`config.mk`:
```
export PLATFORM = sky130hd
export DESIGN_NAME = branch_hazard_ctrl
export DESIGN_NICKNAME = d
export VERILOG_FILES = /design/src/rtl/branch_hazard_ctrl.sv
export SDC_FILE = /design/constraint.sdc
export NUM_CORES = 1
export LEC_CHECK = 0
export ABC_AREA = 1
export BUFFER_PORTS_ARGS = -buffer_cell sky130_fd_sc_hd__buf_2
export CORE_UTILIZATION = 47
export DETAILED_ROUTE_END_ITERATION = 10
export PLACE_DENSITY = 0.84
export SLEW_MARGIN = 20
export SYNTH_ARGS = -nofsm -noshare
export SYNTH_HDL_FRONTEND = slang
export SYNTH_SLANG_ARGS = --single-unit
```
`constraint.sdc`:
```
create_clock -name clk -period 3.95 [get_ports clk]
set_input_delay 1.185 -clock clk [delete_from_list [all_inputs] [get_ports clk]]
set_output_delay 1.185 -clock clk [all_outputs]
set_load 0.02 [all_outputs]
```
`src/rtl/branch_hazard_ctrl.sv`:
```
// Branch resolution in ID: RAW hazard stalls, comparator forwarding, redirect and flush.
// Optional BRANCH_STATS_EN adds branch, taken and stall-cycle counters.
module branch_hazard_ctrl #(
    parameter logic [3:0] NO_BRANCH  = 4'b1000,
    parameter logic [3:0] BEQ        = 4'b0000,
    parameter logic [3:0] BNE        = 4'b0001,
    parameter int         LOAD_STALL = 2,
    parameter int         ALU_STALL  = 1,
    parameter bit         DELAY_SLOT = 1'b0
) (
    input  logic        clk,
    input  logic        rst,
    input  logic [3:0]  id_branch,
    input  logic [4:0]  id_rs,
    input  logic [4:0]  id_rt,
    input  logic        ex_reg_write,
    input  logic        ex_mem_read,
    input  logic [4:0]  ex_rd,
    input  logic        mem_reg_write,
    input  logic        mem_mem_read,
    input  logic [4:0]  mem_rd,
    input  logic        ext_stall,
    input  logic        bu_taken,
`ifdef BRANCH_STATS_EN
    output logic [31:0] stat_branches,
    output logic [31:0] stat_taken,
    output logic [31:0] stat_stall_cycles,
`endif
    output logic        pc_stall,
    output logic        ifid_stall,
    output logic        idex_bubble,
    output logic        ifid_flush,
    output logic        pc_src_branch,
    output logic        fwd_a_sel,
    output logic        fwd_b_sel
);

    typedef enum logic [1:0] {IDLE, STALL, RESOLVE} state_t;

    state_t     state;
    logic [1:0] cnt;
    logic       rst_q;

    logic       is_br, uses_rt, dep_ex, dep_mem;
    logic       load_haz, alu_haz, active;
    logic       stall_now, resolve_now, fwd_en;
    logic [1:0] haz_n;

    always_comb begin
        is_br   = id_branch != NO_BRANCH;
        uses_rt = (id_branch == BEQ) || (id_branch == BNE);
        dep_ex  = (ex_rd != 5'd0) &&
                  ((ex_rd == id_rs) || (uses_rt && ex_rd == id_rt));
        dep_mem = (mem_rd != 5'd0) &&
                  ((mem_rd == id_rs) || (uses_rt && mem_rd == id_rt));
        load_haz = ex_reg_write && ex_mem_read && dep_ex;
        alu_haz  = (ex_reg_write && dep_ex) ||
                   (mem_reg_write && mem_mem_read && dep_mem);
        haz_n    = load_haz ? 2'(LOAD_STALL) : 2'(ALU_STALL);
        // Outputs stay quiet during reset and the cycle right after it
        active   = !rst && !rst_q;
        stall_now = active &&
                    ((state == IDLE && is_br && (load_haz || alu_haz)) ||
                     state == STALL);
        resolve_now = active &&
                      ((state == IDLE && is_br && !load_haz && !alu_haz) ||
                       state == RESOLVE);
        fwd_en = active && ((state == IDLE && is_br) || state == RESOLVE);

        pc_stall      = stall_now && !ext_stall;
        ifid_stall    = stall_now && !ext_stall;
        idex_bubble   = stall_now && !ext_stall;
        pc_src_branch = resolve_now && !ext_stall && bu_taken;
        ifid_flush    = resolve_now && !ext_stall && bu_taken && !DELAY_SLOT;
        fwd_a_sel = fwd_en && mem_reg_write && !mem_mem_read &&
                    (mem_rd != 5'd0) && (mem_rd == id_rs);
        fwd_b_sel = fwd_en && mem_reg_write && !mem_mem_read &&
                    (mem_rd != 5'd0) && (mem_rd == id_rt);
    end

    // cnt holds the stall cycles still owed after the current one
    always_ff @(posedge clk) begin
        if (rst) begin
            state <= IDLE;
            cnt   <= 2'd0;
            rst_q <= 1'b1;
        end else begin
            rst_q <= 1'b0;
            if (!rst_q && !ext_stall) begin
                unique case (state)
                    IDLE: begin
                        if (is_br && (load_haz || alu_haz)) begin
                            if (haz_n <= 2'd1) begin
                                state <= RESOLVE;
                                cnt   <= 2'd0;
                            end else begin
                                state <= STALL;
                                cnt   <= haz_n - 2'd1;
                            end
                        end
                    end
                    STALL: begin
                        if (cnt <= 2'd1) begin
                            state <= RESOLVE;
                            cnt   <= 2'd0;
                        end else begin
                            cnt <= cnt - 2'd1;
                        end
                    end
                    RESOLVE: state <= IDLE;
                    default: state <= IDLE;
                endcase
            end
        end
    end

`ifdef BRANCH_STATS_EN
    always_ff @(posedge clk) begin
        if (rst) begin
            stat_branches     <= 32'd0;
            stat_taken        <= 32'd0;
            stat_stall_cycles <= 32'd0;
        end else begin
            if (resolve_now && !ext_stall) begin
                stat_branches <= stat_branches + 32'd1;
                if (bu_taken)
                    stat_taken <= stat_taken + 32'd1;
            end
            if (pc_stall)
                stat_stall_cycles <= stat_stall_cycles + 32'd1;
        end
    end
`endif

endmodule

```
==> run_results.csv <==
group,metric,value,unit
worst_setup_path,crit_type,"input port to primary output",
drt,first_pass_iters,4,
synth,ys_seq_area_frac,0.142,
floorplan,die_w,40.7,µm
clock_tree,cts_sinks,5,
timing,period_needed,3730,ps
worst_setup_path,critPathRequiredTime,2760,ps
cells_and_area,drive_gt1_frac,0.266,
timing,setup_viol,0,
grt,track_usage,0.237,
timing,fmax,268,MHz
drt,via_per_inst,4.72,
drt,drcViolationCount,0,
timing,slew_violations,0,
timing,holdWs,451,ps
floorplan,num_rows,13,
power,p_leak,0.568,nW
placement,gp_congestion,0.935,
timing,hold_violations,0,
clock_tree,cts_resized,0,
drt,wire_per_inst,9.26,µm
grt,antenna_found_initial,0,
floorplan,start_util,0.522,
outcome,outcome,"complete, no violations",
cells_and_area,final_util,0.679,
placement,port_buffers,38,
cells_and_area,final-seq-area,100,µm²
floorplan,ios,39,
cells_and_area,layout_common_cells,"nand2_1 (41), buf_2 (38), inv_1 (22)",
power,p_sw_frac,0.330,
clock_tree,clock_path_buffers,2,
power,power_frac_comb,0.358,
synth,syn-instance-count,134,
synth,syn_nets,166,
grt,grt_pass1_vias,727,
drt,drt_wl_total,1740,µm
timing,skew,3.40,ps
timing,grt_setup_unrepaired,"no",
placement,dp_slack,258,ps
cells_and_area,fill_cells,145,
clock_tree,clk_pin_slew_worst_paths,50,ps
cells_and_area,finalNetCount,206,
synth,ys_warn_count,0,
worst_setup_path,end_kind,"primary output",
clock_tree,insertion_delay,240,ps
power,p_switching,0.0000578,W
clock_tree,postCtsSetupRepairBufs,0,
power,p_int,0.000117,W
clock_tree,root_buffer,"clkbuf_4",
drt,first_iter_violations,29,
power,p_per_area,191,nW/µm²
worst_setup_path,cp-start-kind,"input port",
timing,finalCritPeriodShare,0.944,
clock_tree,cts_tree,"yes",
synth,synth_cell_types,16,
clock_tree,holdBufCountCts,0,
cells_and_area,area_growth,30.2,%
synth,synth-seq-cells,5,
worst_setup_path,critical_path_arrival,2540,ps
drt,vias,888,
run,cap_violations,0,
grt,grt_pass1_wl,2680,µm
timing,worst_slew_pin_slew,449,ps
drt,ant_nets,0,
timing,setup_tns,0,ps
clock_tree,cts_inserted_buffers,3,
power,pwr-share-clk,0.342,
timing,slew_headroom,0.700,
floorplan,coreArea,1350,µm²
placement,hpwl,1500,µm
power,ir_drop,0.000137,V
timing,setup_slack,220,ps
synth,synth_area,704,µm²
cells_and_area,mostFrequentLayoutCell,"nand2_1",
floorplan,dieArea,1660,µm²
cells_and_area,n_antenna_cell,0,
cells_and_area,multi_input_area,499,µm²
grt,grt_overflow,0,
clock_tree,htree_num_levels,1,
synth,avgSynthCellArea,5.26,µm²
worst_hold_path,min_path_type,"register to register",
worst_setup_path,path_max_fanout,3,
power,power_frac_seq,0.299,
floorplan,die_h,40.7,µm
grt,grt_max_degree,8,
cells in the mapped netlist:
cell / number / area share
nand4_1: 3 / 0.027
nor4_1: 1 / 0.0089
nor2_1: 20 / 0.11
nand2_1: 41 / 0.22
or2_0: 1 / 0.0089
nand2_2: 5 / 0.044
a21oi_1: 5 / 0.036
dfxtp_1: 5 / 0.14
o21ai_0: 1 / 0.0071
nor3_1: 2 / 0.014
nand3_1: 13 / 0.092
xor2_1: 8 / 0.099
inv_1: 22 / 0.12
xnor2_1: 3 / 0.037
o22ai_1: 1 / 0.0089
buf_4: 3 / 0.032
area by class of cell:
type,count,share of cell area
Multi-Input combinational cell,104,0.544
Timing Repair Buffer,38,0.207
Sequential cell,5,0.109
Tap cell,15,0.0205
Inverter,22,0.0900
Clock buffer,4,0.0286
path summary, 6_finish.rpt:
kind / from / to / slack [ps] / cells past startpoint
min: cnt[1] / cnt[1] / 450 / 2
max: id_rs[1] / pc_stall / 220 / 12
min reg2reg: cnt[1] / cnt[1] / 450 / 2
max reg2reg: state[0] / cnt[0] / 2680 / 6
flip-flops by register name (all words and copies together), names as in the netlist:
name   cells
cnt        2
state      2
rst_q      1
power groups by stage:
stage / Clock (W) / Combinational (W) / Sequential [W]
after floorplan: 0 / 0.0000343 / 0.0000531
after detailed placement: 0 / 0.0000625 / 0.0000532
after CTS: 0.0000609 / 0.0000629 / 0.0000523
after global routing: 0.0000651 / 0.0000718 / 0.0000523
after global placement: 0 / 0.0000609 / 0.0000532
final: 0.0000599 / 0.0000627 / 0.0000523
routing by layer:
layer,up-vias,track usage,routed length (µm)
li1,490,-,-
met1,367,0.272,806
met2,29,0.448,832
met3,2,0.0326,95
met4,0,0.0667,7
met5,-,0,0
cell families after synthesis:
| family | Yosys count | share of synthesized area |
|---|---|---|
| simple gates | 86 | 0.520 |
| xor+xnor | 11 | 0.137 |
| compound gates | 7 | 0.0515 |
| buf+inv | 25 | 0.149 |
| flops | 5 | 0.142 |
per-stage QoR:
| step | cell area (µm²) | instances | total power, W |
|---|---|---|---|
| CTS | 917 | 188 | 0.000176 |
| detailed placement | 891 | 184 | 0.000116 |
| floorplan | 704 | 134 | 0.0000874 |
| finish | 917 | 188 | 0.000175 |
| global route | 917 | 188 | 0.000189 |
| global placement | 891 | 184 | 0.000114 |
worst max-delay path, stage by stage:
cell and delay, ps:
buf_2 110, or2_0 210, a21oi_1 130, nand3_1 120
nand2_1 80, nand2_1 60, nand2_2 80, nand2_1 70
nand2_2 70, nand2_1 70, nor2_1 170, buf_2 190
No activity file was read; power rests on OpenSTA's default activity.
